## src/rtl/fetch_pkg.sv

```systemverilog
// fetch_pkg: shared types and constants for the instruction-fetch front end.
//   IB_DEPTH      default instruction buffer depth
//   INST_BYTES    bytes per instruction
//   LINE_BYTES    bytes per cache line (two instructions)
//   fetch_entry_t one buffered instruction with its PC
package fetch_pkg;
   localparam int IB_DEPTH   = 8;
   localparam int INST_BYTES = 4;
   localparam int LINE_BYTES = 8;
   typedef struct packed {
      logic [63:0] pc;
      logic [31:0] inst;
   } fetch_entry_t;
endpackage

```

## src/rtl/fetch_stage_inst_buffer.sv

```systemverilog
// inst_buffer: circular FIFO of fetch entries, 0-2 pushes and 0-2 pops per cycle.
//   clock         rising-edge clock
//   reset         asynchronous active-low reset
//   flush         synchronous flush, overrides push and pop
//   push_num      entries written this cycle (caller guarantees space)
//   push_entries  [0] written first, [1] second
//   pop_num       entries retired this cycle (caller guarantees <= count)
//   head_entries  [0] oldest, [1] second oldest; zero when not present
//   count         current occupancy
module inst_buffer
   import fetch_pkg::*;
#(
   parameter  int DEPTH = IB_DEPTH,
   localparam int AW    = $clog2(DEPTH),
   localparam int CW    = AW + 1
) (
   input  logic          clock,
   input  logic          reset,
   input  logic          flush,
   input  logic [1:0]    push_num,
   input  fetch_entry_t  push_entries [2],
   input  logic [1:0]    pop_num,
   output fetch_entry_t  head_entries [2],
   output logic [CW-1:0] count
);
   logic [AW-1:0] head, tail;
   fetch_entry_t  mem [DEPTH];

   // pointer width is exactly log2(DEPTH), so wrap modulo DEPTH is free
   always_ff @(posedge clock or negedge reset) begin
      if (!reset) begin
         head  <= '0;
         tail  <= '0;
         count <= '0;
      end else if (flush) begin
         head  <= '0;
         tail  <= '0;
         count <= '0;
      end else begin
         head  <= head + AW'(pop_num);
         tail  <= tail + AW'(push_num);
         count <= count + CW'(push_num) - CW'(pop_num);
      end
   end

   // storage needs no reset: occupancy gates everything that is visible
   always_ff @(posedge clock) begin
      if (!flush) begin
         if (push_num != 2'd0) mem[tail] <= push_entries[0];
         if (push_num == 2'd2) mem[tail + AW'(1)] <= push_entries[1];
      end
   end

   assign head_entries[0] = count != '0 ? mem[head] : '0;
   assign head_entries[1] = count >= CW'(2) ? mem[head + AW'(1)] : '0;
endmodule

```

## src/rtl/fetch_stage.sv

```systemverilog
// fetch_stage: fetch PC owner, icache address generation and instruction buffering.
//   clock / reset      rising-edge clock, asynchronous active-low reset
//   Icache_data_out    64-bit line: [31:0] at +0, [63:32] at +4
//   Icache_valid_out   line hit for the current lookup address
//   proc2Icache_addr   line-aligned lookup address
//   redirect_valid/pc  back-end redirect (highest priority, flushes buffer)
//   dec_pop_num        instructions decode takes this cycle (clamped)
//   ib_valid_num       min(count, 2)
//   ib_inst0/1, ib_pc0/1  oldest two buffered instructions and their PCs
//   ib_count           buffer occupancy
module fetch_stage #(
   parameter  logic [63:0] RESET_PC = 64'h0,
   parameter  int          IB_DEPTH = fetch_pkg::IB_DEPTH,
   localparam int          CW       = $clog2(IB_DEPTH) + 1
) (
   input  logic          clock,
   input  logic          reset,
   input  logic [63:0]   Icache_data_out,
   input  logic          Icache_valid_out,
   output logic [63:0]   proc2Icache_addr,
   input  logic          redirect_valid,
   input  logic [63:0]   redirect_pc,
   input  logic [1:0]    dec_pop_num,
   output logic [1:0]    ib_valid_num,
   output logic [31:0]   ib_inst0,
   output logic [31:0]   ib_inst1,
   output logic [63:0]   ib_pc0,
   output logic [63:0]   ib_pc1,
   output logic [CW-1:0] ib_count
);
   import fetch_pkg::*;

   logic [63:0]   pc, line_addr;
   logic [1:0]    fetch_n, push_num, valid_num, pop_eff;
   logic [CW-1:0] count, free;
   logic          push;
   fetch_entry_t  push_entries [2];
   fetch_entry_t  head_entries [2];

   assign line_addr = pc & ~64'h7;
   assign proc2Icache_addr = line_addr;

   // an odd-word PC only has the upper half of its line left to fetch
   assign fetch_n  = pc[2] ? 2'd1 : 2'd2;
   // space is judged on pre-pop occupancy, so a same-cycle pop never makes room
   assign free     = CW'(IB_DEPTH) - count;
   assign push     = Icache_valid_out && !redirect_valid && free >= CW'(fetch_n);
   assign push_num = push ? fetch_n : 2'd0;

   assign push_entries[0] = {pc, pc[2] ? Icache_data_out[63:32] : Icache_data_out[31:0]};
   assign push_entries[1] = {pc + 64'(INST_BYTES), Icache_data_out[63:32]};

   assign valid_num = count >= CW'(2) ? 2'd2 : count[1:0];
   assign pop_eff   = redirect_valid ? 2'd0 : dec_pop_num > valid_num ? valid_num : dec_pop_num;

   always_ff @(posedge clock or negedge reset) begin
      if (!reset) pc <= RESET_PC & ~64'h3;
      else if (redirect_valid) pc <= redirect_pc & ~64'h3;
      else if (push) pc <= line_addr + 64'(LINE_BYTES);
   end

   inst_buffer #(.DEPTH(IB_DEPTH)) u_ib (
      .clock        (clock),
      .reset        (reset),
      .flush        (redirect_valid),
      .push_num     (push_num),
      .push_entries (push_entries),
      .pop_num      (pop_eff),
      .head_entries (head_entries),
      .count        (count)
   );

   assign ib_valid_num = valid_num;
   assign ib_count     = count;
   assign ib_inst0     = head_entries[0].inst;
   assign ib_pc0       = head_entries[0].pc;
   assign ib_inst1     = head_entries[1].inst;
   assign ib_pc1       = head_entries[1].pc;
endmodule

```

## config.mk

```make
export PLATFORM = sky130hd
export DESIGN_NAME = fetch_stage
export DESIGN_NICKNAME = d
export VERILOG_FILES = /design/src/rtl/fetch_pkg.sv /design/src/rtl/fetch_stage_inst_buffer.sv /design/src/rtl/fetch_stage.sv
export SDC_FILE = /design/constraint.sdc
export NUM_CORES = 2
export LEC_CHECK = 0
export BUFFER_PORTS_ARGS = -buffer_cell sky130_fd_sc_hd__buf_4
export CAP_MARGIN = 20
export CORE_ASPECT_RATIO = 1.5
export CORE_MARGIN = 5
export CORE_UTILIZATION = 55
export DETAILED_ROUTE_END_ITERATION = 12
export PLACE_DENSITY = 0.82
export SLEW_MARGIN = 10
export SYNTH_ARGS = -nofsm -noshare
export SYNTH_HDL_FRONTEND = slang
export SYNTH_HIERARCHICAL = 1
export SYNTH_SLANG_ARGS = --single-unit
```

## constraint.sdc

```tcl
create_clock -name clock -period 20.4 [get_ports clock]
set_clock_uncertainty 0.1 [all_clocks]
set_input_delay 2.04 -clock clock [delete_from_list [all_inputs] [get_ports clock]]
set_output_delay 2.04 -clock clock [all_outputs]
set_load 0.03 [all_outputs]
```

==> results_dict.tcl <==
set metrics [dict create \
    dp_cells 4536 \
    dpl-instance-area_um2 53800 \
    ys.flop_type "edfxtp_1" \
    yosys_warnings 6 \
    finalSetupViolations 0 \
    die_y_um 380 \
    seqCellArea_um2 24900 \
    dieArea_um2 97600 \
    postSynth.asyncResetShare_pct 8.57 \
    clock_tree.root_cell "clkbuf_16" \
    drtAntennaViolNets 0 \
    ys_seq_area_share_pct 49.5 \
    multiInputGateArea_um2 23800 \
    cts_buffers 82 \
    grt_overflow 0 \
    grt_max_degree 121 \
    setup-tns-final_ps 0 \
    drt-total-wl_um 158000 \
    synth.area.top_cells "edfxtp_1 (46%), mux2_2 (18%), mux4_2 (17%)" \
    clk_pin_slew_ps 60 \
    slew_headroom_pct 20.2 \
    worstPathRequired_ps 18260 \
    cts_tree "built" \
    drv_cap 0 \
    grt_pass1_vias 34900 \
    worst_setup_path_start_kind "register" \
    reg2reg_depth 11 \
    fin_cells 4696 \
    wl_per_cell_um 33.7 \
    cts_resized 0 \
    p_leak_nw 18.9 \
    htree_num_levels 3 \
    final_hold_viol_count 0 \
    via_count 33800 \
    synth_cell_types 72 \
    nFillCells 6574 \
    fmax_ghz 0.133 \
    antenna_found_initial 12 \
    synth_top_area_share_pct 45.9 \
    core_area_um2 90500 \
    drv_slew 0 \
    irDropWorstVdd_mv 0.0999 \
    drive_above_1_share_pct 51.3 \
    port_buffers 390 \
    critPathMaxFanout 47 \
    num_rows 135 \
    pwr_density_cell_nw_per_um2 119 \
    crit-reg2reg-launch "u_ib/count[1]$_DFF_PN0_" \
    hold_depth 2 \
    grt_use_total_pct 31.7 \
    syn2layout_area_growth_pct 12.6 \
    initial_utilization_pct 55.5 \
    cts.sinks 840 \
    synthCells 3201 \
    dieWidth_um 257 \
    cts_setup_buffers 0 \
    worst_pin_slew_ps 1200 \
    first_pass_iters 6 \
    crit_path_end "ib_pc0[26]" \
    crit_type "reg2out" \
    nets 3610 \
    cp-end-kind "primary output" \
    rsz0062_at_grt "no" \
    viasPerCell 7.19 \
    whs_ps 585 \
    drt_iter0_drc 3566 \
    hpwl_um 95400 \
    syn_avg_cell_area_um2 15.7 \
    synth_area_leader_cell "edfxtp_1" \
    io_pins 396 \
    syn-cell-area_um2 50200 \
    hp-class "reg2reg" \
    min_period_ps 7500 \
    r2r_slack_ps 14280 \
    ys_ff_latch 840 \
    synth-edff-count 768 \
    rr_endpoint "u_ib/mem[1][6]$_DFFE_PP_" \
    holdBufCountCts 0 \
    worstPathArrival_ps 5360 \
    period_share_pct 36.8 \
    fin_area_um2 56500 \
    status "finished clean" \
    drc 0 \
    clk_latency_ps 680 \
    grt_pass1_wl_um 233000 \
    gp_congestion 1.02 \
    critPathLaunch "u_ib/head[1]$_DFF_PN0_" \
    cts.path.max_buffers 3 \
]
==> worst max-delay path: stages (launching register included) <==
cell and delay, ps:
dfrtp_4 900, buf_4 760, buf_4 880, buf_4 800, mux4_2 610, a22o_1 330, buf_4 200
==> synthesized netlist by cell type, types with 5 or more instances <==
cell,instances
xor2_1,43
mux2i_1,5
buf_2,116
o2111ai_1,6
buf_4,68
mux2_2,800
buf_6,15
mux4_2,384
edfxtp_1,768
or4_1,20
nand4_1,37
nand3_1,43
or3_1,17
a211oi_1,7
nand2_1,82
inv_1,28
buf_1,13
a21oi_1,5
xnor2_1,49
dfrtp_1,72
o211ai_1,9
a22o_1,192
a31oi_1,22
clkbuf_1,113
nor2b_1,14
and2_1,6
ha_1,16
o31ai_1,12
and4_1,12
and3_1,15
nor3_1,26
nor2_1,62
nor4_1,10
o21ai_0,43
==> cells in the final DEF (no fill, tap or decap), types with 37 or more instances in the layout <==
| cell type | n |
|---|---|
| a22o_1 | 192 |
| buf_4 | 463 |
| clkbuf_16 | 86 |
| dfrtp_1 | 69 |
| edfxtp_1 | 768 |
| mux2_2 | 800 |
| mux4_2 | 384 |
| nand2_1 | 82 |
| nand3_1 | 40 |
| nand4_1 | 37 |
| nor2_1 | 61 |
| o21ai_0 | 39 |
| xnor2_1 | 48 |
| xor2_1 | 43 |
==> metal layers <==
layer / vias up / global-route usage [%] / part of all wire [%]
met4: 4 / 15.7 / 5.6
met3: 480 / 7.84 / 11
li1: 13600 / - / -
met1: 17400 / 40.2 / 35
met2: 2294 / 51.3 / 48
met5: - / 0 / 0.013
==> per-stage QoR <==
| stage | worst slack (ps) | power (mW) | util (%) |
|---|---|---|---|
| 3_5_place_dp | 13510 | 5.16 | 59.4 |
| 4_1_cts | 12770 | 6.72 | 62.4 |
| 3_3_place_gp | 13550 | 5.11 | 59.4 |
| 2_1_floorplan | 9250 | 4.16 | - |
| 5_1_grt | 12510 | 6.93 | 62.4 |
| 6_report | 12900 | 6.72 | 62.4 |
==> where the power goes <==
group / switching [mW] / leakage [nW] / total [mW] / internal (mW)
clock: 0.678 / 1.33 / 1.57 / 0.894
combinational: 1.77 / 9.83 / 3.03 / 1.26
sequential: 0.120 / 7.78 / 2.12 / 2.00
total: 2.57 / 18.9 / 6.72 / 4.16
==> worst min path at each step <==
stage	startpoint	end
5_1_grt	u_ib/tail[2]$_DFF_PN0_	u_ib/tail[2]$_DFF_PN0_
3_3_place_gp	u_ib/head[2]$_DFF_PN0_	u_ib/head[2]$_DFF_PN0_
6_report	u_ib/tail[2]$_DFF_PN0_	u_ib/tail[2]$_DFF_PN0_
2_1_floorplan	u_ib/head[2]$_DFF_PN0_	u_ib/head[2]$_DFF_PN0_
3_5_place_dp	u_ib/head[2]$_DFF_PN0_	u_ib/head[2]$_DFF_PN0_
4_1_cts	u_ib/tail[2]$_DFF_PN0_	u_ib/tail[2]$_DFF_PN0_
==> sequential cells by signal, summed over array words and instances (netlist names) <==
signal and cells:
pc 62, u_ib/count 4, u_ib/head 3, u_ib/mem 768, u_ib/tail 3
==> cell families after synthesis <==
logic type,count (synthesis),share of synthesized area (%)
compound gates,325,5.19
xor+xnor,93,1.64
fa+ha+maj,20,0.558
buf+inv,355,3.68
flops,840,49.5
mux,1191,35.3
other cells,1,0.00747
simple gates,376,4.09
==> cell type report <==
cell class / count / share of cell area, %
repair buffers: 464 / 6.19
diodes: 9 / 0.0399
flip-flops and latches: 840 / 44.0
well taps: 1164 / 2.58
multi-input cells: 2040 / 42.2
clock buffers: 103 / 3.97
inverters: 28 / 0.186
clock inverters: 48 / 0.821
(Power assumes the default switching activity.)
